$ cat config.mk
export PLATFORM = sky130hd
export DESIGN_NAME = discrete_decimating_sink
export DESIGN_NICKNAME = d
export VERILOG_FILES = /design/src/rtl/discrete_decimating_sink.sv
export SDC_FILE = /design/constraint.sdc
export NUM_CORES = 1
export LEC_CHECK = 0
export CAP_MARGIN = 20
export CORE_MARGIN = 5
export CORE_UTILIZATION = 50
export CTS_CLUSTER_DIAMETER = 80
export DETAILED_ROUTE_END_ITERATION = 10
export PLACE_DENSITY_LB_ADDON = 0.08
export SLEW_MARGIN = 40
export SYNTH_ARGS = -nofsm -noshare
export SYNTH_HDL_FRONTEND = slang
export SYNTH_SLANG_ARGS = --single-unit
$ cat constraint.sdc
create_clock -name clk -period 3.6 [get_ports clk]
set_input_delay 0.72 -clock clk [delete_from_list [all_inputs] [get_ports clk]]
set_output_delay 0.72 -clock clk [all_outputs]
set_load 0.02 [all_outputs]
$ cat src/rtl/discrete_decimating_sink.sv
// discrete_decimating_sink: box-car decimator feeding a FWFT valid/ready FIFO; MISTER_DISCRETE_SIGNED_OUT_EN flips out_data to two's complement
module discrete_decimating_sink #(
  parameter int DECIM = 4,
  parameter int FIFO_DEPTH = 4
) (
  input  logic        clk,
  input  logic        I_RST,
  input  logic        audio_clk_en,
  input  logic [15:0] in,
  output logic [15:0] out_data,
  output logic        out_valid,
  input  logic        out_ready,
  output logic        overflow,
  output logic [7:0]  drop_count,
  output logic [4:0]  fill
);
  localparam int SH = $clog2(DECIM);
  localparam int AW = 16 + SH;
  localparam int CW = SH > 0 ? SH : 1;
  localparam int PW = FIFO_DEPTH > 1 ? $clog2(FIFO_DEPTH) : 1;
  logic [AW-1:0] acc, sum;
  logic [CW-1:0] cnt;
  logic [PW-1:0] wr, rd;
  logic [15:0] mem [FIFO_DEPTH];
  logic [15:0] avg, head;
  logic last, push, pop, full, acc_push, drop;
  always_comb begin
    sum = acc + AW'(in);
    avg = sum[SH +: 16];
    last = cnt == CW'(DECIM - 1);
    push = audio_clk_en && last;
    full = fill == 5'(FIFO_DEPTH);
    pop = out_valid && out_ready;
    acc_push = push && (!full || pop);
    drop = push && full && !pop;
    head = mem[rd];
  end
  assign out_valid = fill != 5'd0;
`ifdef MISTER_DISCRETE_SIGNED_OUT_EN
  assign out_data = out_valid ? head ^ 16'h8000 : 16'h0000;
`else
  assign out_data = out_valid ? head : 16'h0000;
`endif
  always_ff @(posedge clk) begin
    if (I_RST) begin
      acc <= '0;
      cnt <= '0;
      wr <= '0;
      rd <= '0;
      fill <= '0;
      overflow <= 1'b0;
      drop_count <= '0;
    end else begin
      if (audio_clk_en) begin
        acc <= last ? '0 : sum;
        cnt <= last ? '0 : cnt + CW'(1);
      end
      if (acc_push) begin
        mem[wr] <= avg;
        wr <= wr + PW'(1);
      end
      if (pop) rd <= rd + PW'(1);
      fill <= fill + 5'(acc_push) - 5'(pop);
      overflow <= drop;
      if (drop && drop_count != 8'hFF) drop_count <= drop_count + 8'd1;
    end
  end
endmodule

==> flow_summary_export.csv <==
group,metric,value,unit
run_status,status,"complete, no violations",
sta,slew-limit-headroom,0.5819,
global_routing,grt_pass1_vias,3207,
floorplan,die-width,110.3,um
clock_network,hold_buffers,0,
logic_synthesis,synthSimpleGateAreaFrac,0.1276,
logic_synthesis,avgSynthCellArea,12.45,sq um
placed_design,dpl_worst_slack,200.1,ps
placed_design,io_buffers,50,
floorplan,start_util,0.5145,
logic_synthesis,synth_compound_area_frac,0.09953,
sta,fin_ws,604.5,ps
power_and_ir_drop,powerDensity,608.0,nW/um^2
floorplan,io_pins,51,
logic_synthesis,synth_warnings,0,
worst_hold_path,min_path_type,"reg2reg",
routing,postRouteAntennaNets,0,
logic_synthesis,ys.flop_type,"edfxtp_1",
sta,drv_slew,0,
global_routing,grt_max_degree,29,
sta,fin_skew,15.55,ps
logic_synthesis,synth_area_leaders,"edfxtp_1, dfxtp_1, mux4_2",
logic_synthesis,synth_mux_area_frac,0.07962,
clock_network,cts_resized,0,
logic_synthesis,syn_area,5029,sq um
logic_synthesis,synth_edf_count,64,
finish,nFillCells,812,
routing,drt-total-wl,9604,um
power_and_ir_drop,pwr-share-clk,0.188,
power_and_ir_drop,switching_share,0.3436,
placed_design,place_area,5707,sq um
finish,fin_nets,511,
logic_synthesis,ys_types,54,
sta,finalCritPeriodShare,0.8321,
global_routing,grt_pass1_wl,15910,um
routing,avgViaCountPerCell,5.366,
global_routing,gr-usage-all-layers,0.1696,
sta,setup_viol,0,
logic_synthesis,synthArstFlopShare,0,
logic_synthesis,ys_seq_elements,104,
finish,syn_to_final_growth,17.12,%
worst_setup_path,endpoint_kind,"register",
finish,drive_gt1_frac,0.1137,
logic_synthesis,yosysSeqAreaShare,0.5414,
placed_design,dp_hpwl,6798,um
routing,drt_first_pass_iters,4,
global_routing,antenna_found_initial,0,
clock_network,post_cts_buffers,0,
floorplan,core_area,9774,sq um
finish,final_cell_area,5889,sq um
clock_network,tritoncts,"built",
logic_synthesis,netlist_instances,404,
routing,drcViolationCount,0,
clock_network,ctsHtreeMaxLevel,3,
placed_design,gp_congestion,0.8449,
sta,rsz0062_at_grt,"false",
clock_network,clock_latency,360,ps
routing,drt-wirelength-per-cell,16.03,um
worst_setup_path,worst-setup-path-type,"in2reg",
floorplan,placementRows,36,
power_and_ir_drop,combPwrFrac,0.404,
clock_network,clkTransAtPathRegs,110,ps
routing,vias,3214,
routing,drtIter0Drc,160,
power_and_ir_drop,power_leakage,2.181,nW
sta,hold_violations,0,
power_and_ir_drop,pwr-share-seq,0.408,
clock_network,clock_path_buffers,2,
power_and_ir_drop,intPower,2.350,mW
finish,antenna_cells,0,
power_and_ir_drop,p_sw,1.230,mW
sta,fmax,0.3338,GHz
logic_synthesis,synth_top_area_frac,0.3822,
clock_network,cts-root-buf,"clkbuf_8",
worst_setup_path,start_kind,"primary input",
worst_setup_path,worstPathArrival,3300,ps
floorplan,dieArea,12160,sq um
flow_run,maxCapViolCount,0,
logic_synthesis,synth_fa_ha_area_frac,0.07763,
power_and_ir_drop,vdd_drop_max,0.0002213,V
floorplan,fp.dieH,110.3,um
sta,min_period,2995,ps
logic_synthesis,yosysMostFrequentCell,"edfxtp_1",
logic_synthesis,synth_top_family_by_area,"simple AND/OR/NAND/NOR gates",
logic_synthesis,synthesis.nets,454,
sta,tightest_slew,624.8,ps
worst_setup_path,worstPathMaxFanout,4,
logic_synthesis,synth_area_leader_cell,"edfxtp_1",
logic_synthesis,synthTopCellsByCount,"edfxtp_1, dfxtp_1, nor2_1",
sta,fin_tns_setup,0,ps
worst_setup_path,crit_required,3900,ps
clock_network,cts.sinks,104,
global_routing,grt_overflow,0,
clock_network,cts_made_buffers,9,
logic_synthesis,synth_xor_area_frac,0.04877,
-- stage by stage --
| stage | std cells | utilization | hold WS [ps] | power (mW) |
|---|---|---|---|---|
| after CTS | 599 | 0.6025 | 484.2 | 3.628 |
| after floorplan | 404 | - | 446.9 | 2.440 |
| final | 599 | 0.6025 | 479.5 | 3.581 |
| after global routing | 599 | 0.6025 | 512.9 | 3.812 |
| after global placement | 583 | 0.5838 | 464.3 | 2.932 |
| after detailed placement | 583 | 0.5838 | 468.4 | 2.948 |
-- worst max-delay path, cell delays in order --
cell and delay, ps:
clkdlybuf4s50_1 490, nand2_1 140, a31oi_1 350, inv_1 90
ha_1 290, inv_1 40, ha_1 180, inv_1 70
fa_1 200, inv_1 50, a21oi_1 140, nor2_1 60
or3_1 340, a21oi_1 130
-- state kept, by name, summed over array words and instances, names as in the netlist, named ones only --
signal      cells
acc            18
cnt             2
drop_count      8
fill            5
mem            64
overflow        1
rd              2
wr              2
-- routing by layer --
layer  wire, um  GRT usage  vias up
li1           -          -     1594
met1       4826     0.2475     1558
met2       4298     0.2630       52
met3        362    0.02621       10
met4        116    0.05013        0
met5          0          0        -
-- cell usage in the layout (no fill, tap or decap), types with 3 or more instances in the layout --
| master | n |
|---|---|
| a21o_1 | 7 |
| a21oi_1 | 24 |
| a22o_1 | 6 |
| a31oi_1 | 4 |
| and2_1 | 21 |
| buf_4 | 11 |
| clkbuf_8 | 9 |
| clkdlybuf4s50_1 | 50 |
| dfxtp_1 | 40 |
| edfxtp_1 | 64 |
| ha_1 | 28 |
| inv_1 | 15 |
| mux2i_1 | 4 |
| mux4_2 | 16 |
| nand2_1 | 17 |
| nand2b_1 | 8 |
| nand3_1 | 5 |
| nand4_1 | 9 |
| nor2_1 | 36 |
| nor2b_1 | 9 |
| o21ai_0 | 6 |
| o21bai_1 | 3 |
| o31ai_1 | 3 |
| or3_1 | 3 |
| xnor2_1 | 12 |
| xor2_1 | 16 |
-- path summary, 6_finish.rpt --
kind | endpoint | cells after the start | slack (ps) | from
max | fill[4] | 14 | 600 | audio_clk_en
min | acc[0] | 2 | 480 | acc[0]
max reg2reg | fill[4] | 14 | 680 | cnt[0]
min reg2reg | acc[0] | 2 | 480 | acc[0]
-- cells by family (layout without fill, tap and decap cells) --
family / count (synthesis) / count (layout)
multiplexers: 20 / 20
adder cells (fa/ha/maj): 30 / 30
XOR/XNOR: 28 / 28
buffers and inverters: 30 / 92
AO/OA/AOI/OAI: 71 / 71
flip-flops: 104 / 104
AND/OR/NAND/NOR: 121 / 121
-- final cells by class --
class | count | area, sq um | area share
Clock buffer | 10 | 127.6 | 0.02167
Clock inverter | 6 | 55.05 | 0.009348
Inverter | 15 | 56.30 | 0.009560
Multi-Input combinational cell | 270 | 2178 | 0.3699
Sequential cell | 104 | 2723 | 0.4623
Tap cell | 133 | 166.4 | 0.02826
Timing Repair Buffer | 61 | 583.1 | 0.09900
-- power by group through the flow --
| stage | registers, mW | clock network [mW] | logic [mW] |
|---|---|---|---|
| CTS | 1.46 | 0.700 | 1.47 |
| floorplan | 1.51 | 0 | 0.934 |
| global placement | 1.49 | 0 | 1.45 |
| global route | 1.47 | 0.740 | 1.60 |
| detailed placement | 1.49 | 0 | 1.46 |
| finish | 1.46 | 0.674 | 1.45 |
No activity file was read; power rests on OpenSTA's default activity.
